==> src/rtl/mult_fifo_pkg.sv <==
// Shared widths and types for the multiplier result FIFO.
package mult_fifo_pkg;

    localparam int unsigned DATA_W_DEF = 8;
    localparam int unsigned ACC_W      = 12;

    typedef logic [DATA_W_DEF-1:0] product_t;
    typedef logic [ACC_W-1:0]      acc_t;

endpackage

==> src/rtl/mult_fifo_mem.sv <==
// Register-array storage for the result FIFO: one write port, one combinational read port.
module mult_fifo_mem
    import mult_fifo_pkg::*;
#(
    parameter int unsigned DEPTH  = 4,
    parameter int unsigned DATA_W = DATA_W_DEF,
    parameter int unsigned AW     = $clog2(DEPTH)
) (
    input  logic              clk,
    input  logic              we,
    input  logic [AW-1:0]     waddr,
    input  logic [DATA_W-1:0] wdata,
    input  logic [AW-1:0]     raddr,
    output logic [DATA_W-1:0] rdata
);

    logic [DATA_W-1:0] mem [DEPTH];

    // Contents are intentionally left unreset; validity is tracked by the FIFO count.
    always_ff @(posedge clk) begin
        if (we) begin
            mem[waddr] <= wdata;
        end
    end

    assign rdata = mem[raddr];

endmodule

==> src/rtl/mult_result_fifo.sv <==
// Small FIFO buffering multiplier products, with optional running sum of popped results.
// Optional feature: define RESULT_ACCUM_EN to enable the 12-bit acc_out accumulator.
module mult_result_fifo
    import mult_fifo_pkg::*;
#(
    parameter int unsigned DEPTH  = 4,
    parameter int unsigned DATA_W = DATA_W_DEF
) (
    input  logic                     sys_clk,
    input  logic                     sys_rst,
    input  logic                     in_valid,
    input  logic [DATA_W-1:0]        in_data,
    output logic                     in_ready,
    output logic                     out_valid,
    output logic [DATA_W-1:0]        out_data,
    input  logic                     out_ready,
    input  logic                     flush,
    output logic [$clog2(DEPTH):0]   count,
    output acc_t                     acc_out
);

    localparam int unsigned AW = $clog2(DEPTH);
    localparam int unsigned CW = AW + 1;

    logic [AW-1:0] wr_ptr;
    logic [AW-1:0] rd_ptr;
    logic [CW-1:0] count_q;
    logic          push;
    logic          pop;

    // Handshake flags depend only on registered occupancy.
    assign in_ready  = (count_q != CW'(DEPTH));
    assign out_valid = (count_q != '0);
    assign push      = in_valid && in_ready;
    assign pop       = out_valid && out_ready;
    assign count     = count_q;

    // Pointers wrap naturally since DEPTH is a power of two.
    always_ff @(posedge sys_clk or posedge sys_rst) begin
        if (sys_rst) begin
            wr_ptr  <= '0;
            rd_ptr  <= '0;
            count_q <= '0;
        end else if (flush) begin
            wr_ptr  <= '0;
            rd_ptr  <= '0;
            count_q <= '0;
        end else begin
            if (push) begin
                wr_ptr <= wr_ptr + AW'(1);
            end
            if (pop) begin
                rd_ptr <= rd_ptr + AW'(1);
            end
            if (push && !pop) begin
                count_q <= count_q + CW'(1);
            end else if (pop && !push) begin
                count_q <= count_q - CW'(1);
            end
        end
    end

    mult_fifo_mem #(
        .DEPTH  (DEPTH),
        .DATA_W (DATA_W),
        .AW     (AW)
    ) u_mem (
        .clk   (sys_clk),
        .we    (push && !flush),
        .waddr (wr_ptr),
        .wdata (in_data),
        .raddr (rd_ptr),
        .rdata (out_data)
    );

`ifdef RESULT_ACCUM_EN
    acc_t acc_q;

    // Running sum of popped products, wrapping modulo 2^ACC_W.
    always_ff @(posedge sys_clk or posedge sys_rst) begin
        if (sys_rst) begin
            acc_q <= '0;
        end else if (flush) begin
            acc_q <= '0;
        end else if (pop) begin
            acc_q <= acc_q + ACC_W'(out_data);
        end
    end

    assign acc_out = acc_q;
`else
    assign acc_out = '0;
`endif

endmodule

==> config.mk <==
export PLATFORM = sky130hd
export DESIGN_NAME = mult_result_fifo
export DESIGN_NICKNAME = d
export VERILOG_FILES = /design/src/rtl/mult_fifo_pkg.sv /design/src/rtl/mult_fifo_mem.sv /design/src/rtl/mult_result_fifo.sv
export SDC_FILE = /design/constraint.sdc
export NUM_CORES = 1
export LEC_CHECK = 0
export ABC_AREA = 1
export CORE_MARGIN = 5
export CORE_UTILIZATION = 50
export CTS_CLUSTER_DIAMETER = 150
export DETAILED_ROUTE_END_ITERATION = 8
export GPL_ROUTABILITY_DRIVEN = 0
export PLACE_DENSITY = 0.87
export SLEW_MARGIN = 10
export SYNTH_ARGS = -nofsm -noshare
export SYNTH_HDL_FRONTEND = slang
export SYNTH_SLANG_ARGS = --single-unit
==> constraint.sdc <==
create_clock -name sys_clk -period 2.05 [get_ports sys_clk]
set_input_delay 0.41 -clock sys_clk [delete_from_list [all_inputs] [get_ports sys_clk]]
set_output_delay 0.41 -clock sys_clk [all_outputs]
set_load 0.1 [all_outputs]
# ---- After elaboration in Yosys (flattened, before gate mapping)
# Memory sizes are Yosys's and may differ from the RTL's.
# Cells that the tools add are included.
dict set report totals {
  reg_bits 7
  ram_bits 32
  inputBits 13
  out_inout_bits 25
  word_cells 30
  memories 1
}
dict set report classes {
  add_sub_neg 4
  n_eq_ne 1
  n_mux 9
  n_reduce_logical 12
}
# memory words width rd rd_clocked_by_memory_dff wr line_no
set memory_table {}
lappend memory_table {u_mem.mem 4 8 1 0 1 mult_fifo_mem.sv:17} ;# logic [DATA_W-1:0] mem [DEPTH];
# op count
set op_table {}
lappend op_table {{3-bit two-way mux} 3}
lappend op_table {{2-bit two-way mux} 4}
lappend op_table {{3-bit nonzero test} 2}
lappend op_table {{1-bit logical AND} 5}
lappend op_table {{2-bit by 1-bit adder with 2-bit output, second input constant} 2}
lappend op_table {{2-bit nonzero test} 2}
lappend op_table {{3-bit by 1-bit adder with 3-bit output, second input constant} 1}
lappend op_table {{1-bit logical NOT} 3}
lappend op_table {{3-bit != test, second input constant} 1}
lappend op_table {{3-bit by 1-bit subtractor with 3-bit output, second input constant} 1}
lappend op_table {{1-bit two-way mux} 2}

# ---- Longest topological paths before layout
dict set report logic_depth {
  ltp_word 7
  ltp_mapped 12
  ltp_nobuf 12
}

# ---- Cells and area by module
# Synthesis repeated with hierarchy kept, for this count alone.
dict set report hier_totals {
  cells_unflattened 199
  hier_area_um2 1920.6
}
# mod n_inst cells_each area_per_inst_um2 seq_area_each_um2
set modules_own_cells {}
lappend modules_own_cells {mult_fifo_mem 1 133 1387.6 960.9}
lappend modules_own_cells {mult_result_fifo 1 66 533.0 175.2}

# ---- Least setup slack after synthesis
# No wires, ideal clock.
dict set report synth_path {
  path_kind {register to output}
  from {register rd_ptr[0]}
  to {output port out_data[3]}
  arrival_ns 2.360
  required_time_ns 1.640
  slack_ns -0.720
  path_stages_with_launch 6
  path_buffers 2
  path_cell_list {dfrtp_1 -> buf_2 -> inv_1 -> buf_2 -> o21ai_0 -> o22ai_1}
}
dict set report synth_between {
  elab_chain_cells 1
}
# element line_no
set synth_rtl {}
lappend synth_rtl {{start, declared} mult_result_fifo.sv:26} ;# logic [AW-1:0] rd_ptr;
lappend synth_rtl {{start signal, assigned} mult_result_fifo.sv:53} ;# rd_ptr <= rd_ptr + AW'(1);
lappend synth_rtl {{memory 4 x 8 bit} -}
lappend synth_rtl {{end, declared} mult_result_fifo.sv:15} ;# output logic [DATA_W-1:0] out_data,
# Every way passes these cells.

# ---- Worst setup path in the final report
dict set report layout_path {
  from {register rd_ptr[0]}
  to {output port out_data[2]}
}
# The elaborated chain is that of the path after synthesis.

==> results by group <==
STA
  • Setup Viol. Count Final: 0
  • RSZ-0062 raised after global routing: true
  • Final clock period utilization by the worst path: 97.7%
  • FMAX: 0.499 GHz
  • WHS: 0.283 ns
  • Hold Vio Cnt, Final: 0
  • Final slew viol count: 0
  • Min Tclk post-route: 2.00 ns
  • Final Skew: 0.0219 ns

CTS
  • CTS buffer count: 5
  • Worst skew pair latency: 0.35 ns
  • CTS tree: yes
  • Htree depth: 2
  • Clock-pin transition on the worst setup and hold timing paths: 0.13 ns
  • Clock sinks: 39
  • Root Buffer: clkbuf_4
  • Hold_buf cts: 0
  • CTS max path bufs: 2

Finish
  • Number of nets in the layout: 218
  • Filler instances: 196
  • Final instance count without filler cells: 247
  • Sequential Area: 1150 um2
  • Fraction of layout cells with a size suffix above 1: 37.8%
  • Antenna cells: 0
  • Utilization after layout: 75.8%
  • Area occupied by multi-input gates: 702 um2
  • Synthesis-to-layout area growth: 44.7%

Floorplan
  • Die width: 69.6 um
  • # rows: 21
  • Initial core utilization: 52.4%
  • Die ar.: 4840 um2
  • Core ar.: 3390 um2
  • # IOs: 38
  • Die height: 69.6 um

Global routing
  • Global route overflow: 0
  • First-pass GRT wire length: 6620 um
  • Pin count of the biggest net entering global routing: 18
  • Initial antenna violation count: 0
  • GR Layer Usage met2: 33.3%
  • Met3 Usage GRT: 4.78%
  • GR Layer Usage met1: 19.3%
  • Global routing's busiest layer: met2
  • Vias in the first global route: 1375
  • Tot GR Track Use: 17.6%

Synth
  • Synth area leader: edfxtp_1
  • Synth area leaders: edfxtp_1 (54%), dfrtp_1 (9.9%), o21ai_0 (5.4%), buf_4 (5.1%), nor2_1 (4.2%)
  • Ys flop type: edfxtp_1
  • Post-synthesis register bit count: 39
  • Post-Syn Area: 1780 um2
  • Syn_area_per_cell: 11.5 um2
  • Seq/Total Area, Yosys: 64.0%
  • Post-Syn Instances: 155
  • Top cell type's share of synthesized area: 54.1%
  • Post-synth EDFFs: 32
  • Yosys warning total: 0
  • Ys async rst share: 17.9%
  • Netlist cell types: 21

Route
  • Residual DRC count: 0
  • WL final: 4190 um
  • DRT Pass-1 Iters: 4
  • DRT iter0 DRCs: 118
  • Vias/cell: 5.27
  • Vias: 1301
  • Antenna Nets Post-Route: 0
  • Drt wl/cell: 17.0 um

Placed design
  • Cell Count Post-Placement: 235
  • Dpl hpwl: 2860 um
  • Port bufs: 25

Status
  • Status: finished clean

Setup path
  • CP Data Required Time: 1.64 ns
  • Worst Path Max Fanout: 17
  • Reg2reg end: count[2]
  • Worst R2R Setup Slack: 0.13 ns
  • Crit path kind: flop to primary output
  • Endpoint class of the critical path: primary output
  • Nature of the critical path startpoint: flop
  • Arrival @ worst endpoint: 1.59 ns
  • RR Startpoint: count[0]
  • R2r worst-path depth: 11

Power and ir drop
  • Leak Pwr: 0.00101 uW
  • Pwr/cell area: 1680 nW/um2
  • Peak VDD IR: 0.00126 V

Min path
  • Hold Crit Class: input pin to async pin

Job
  • Maxcap violations: 0
==> metal layers <==
metal | part of all wire (%) | wire length, um
met1 | 37 | 1560
met2 | 57 | 2370
met3 | 5.3 | 220
met4 | 0.91 | 38
met5 | 0 | 0
==> stage by stage <==
stage | TNS [ns] | instance area, um2 | worst slack [ns] | total power (uW)
after CTS | -0.00887 | 2500 | -0.00471 | 4240
after global placement | 0 | 2360 | 0.0750 | 3480
after global routing | -0.234 | 2570 | -0.0595 | 4480
final | 0 | 2570 | 0.0465 | 4300
after floorplan | -0.0778 | 1960 | -0.0778 | 2790
after detailed placement | -0.117 | 2360 | -0.0235 | 3540
==> cells by family (layout without fill, tap and decap cells) <==
logic type | after synthesis | in the layout | synth area share, %
AO/OA/AOI/OAI | 30 | 30 | 9.23
adder cells (fa/ha/maj) | 5 | 5 | 3.95
buffers and inverters | 32 | 67 | 9.51
XOR/XNOR | 1 | 1 | 0.493
other | 1 | 12 | 0.211
flip-flops | 39 | 39 | 64.0
AND/OR/NAND/NOR | 47 | 47 | 12.6
==> worst max-delay path, cell delays in order (launching register included) <==
cell and delay, ns:
dfrtp_1 0.44, buf_6 0.18, o21ai_0 0.32, o22ai_4 0.12, buf_12 0.17
==> cells in the mapped netlist, drive strengths merged (3+ instances only) <==
cell type and instances:
a21oi 3, o21ai 19, ha 4, buf 15, edfxtp 32, nand2 19, inv 16, dfrtp 7
nor2 22, nand3 5, o22ai 8
==> repair_timing <==
item,4_1_cts,5_1_grt
setup endpoints to repair,8,9
setup buffers,4,0
resized for setup,11,18
==> registers in the layout, summed over array words and instances, names as in the netlist <==
register,count
count,3
u_mem.mem,32
wr_ptr,2
rd_ptr,2
==> worst max path at each step <==
stage,slack (ns),end,from
after floorplan,-0.08,out_data[3],rd_ptr[0]
after global placement,0.08,count[2],out_ready
after detailed placement,-0.02,u_mem.mem[3][1],in_valid
after CTS,-0.005,out_data[2],rd_ptr[0]
after global routing,-0.06,out_data[3],rd_ptr[0]
final,0.05,out_data[2],rd_ptr[0]
==> layout by cell type (no fill, tap or decap) <==
cell type	count
nand3_1	5
fa_2	1
o21ai_2	5
nor2_2	6
a21oi_1	2
nand2_8	1
o22ai_4	7
inv_2	1
buf_4	18
a21oi_2	1
inv_1	13
o21ai_1	3
nand2_1	13
nor2_4	2
conb_1	12
clkbuf_4	5
ha_1	4
xnor2_2	1
o21ai_4	2
nand2_4	3
nor2_1	14
buf_6	1
nand2_2	2
clkinv_1	1
nand3b_1	1
clkdlybuf4s50_1	12
dfrtp_4	3
o21ai_0	9
bufinv_16	2
edfxtp_1	32
o22ai_2	1
clkinvlp_4	2
inv_4	1
buf_12	11
dfrtp_1	4
==> report_power, final <==
part | switching [uW] | leakage, uW | internal (uW)
logic | 1730 | 0.000580 | 876
clock network | 259 | 0.0000514 | 379
registers | 96.6 | 0.000379 | 963
total | 2080 | 0.00101 | 2220
==> final cells by class <==
| cell class | instances | area share, % |
|---|---|---|
| clock buffer | 5 | 1.46 |
| clock inverter | 3 | 2.63 |
| inverter | 17 | 2.73 |
| multi-input combinational | 95 | 27.3 |
| sequential | 39 | 44.7 |
| tap | 46 | 2.24 |
| timing repair buffer | 42 | 18.9 |
Power figures use the tool's default switching activity.
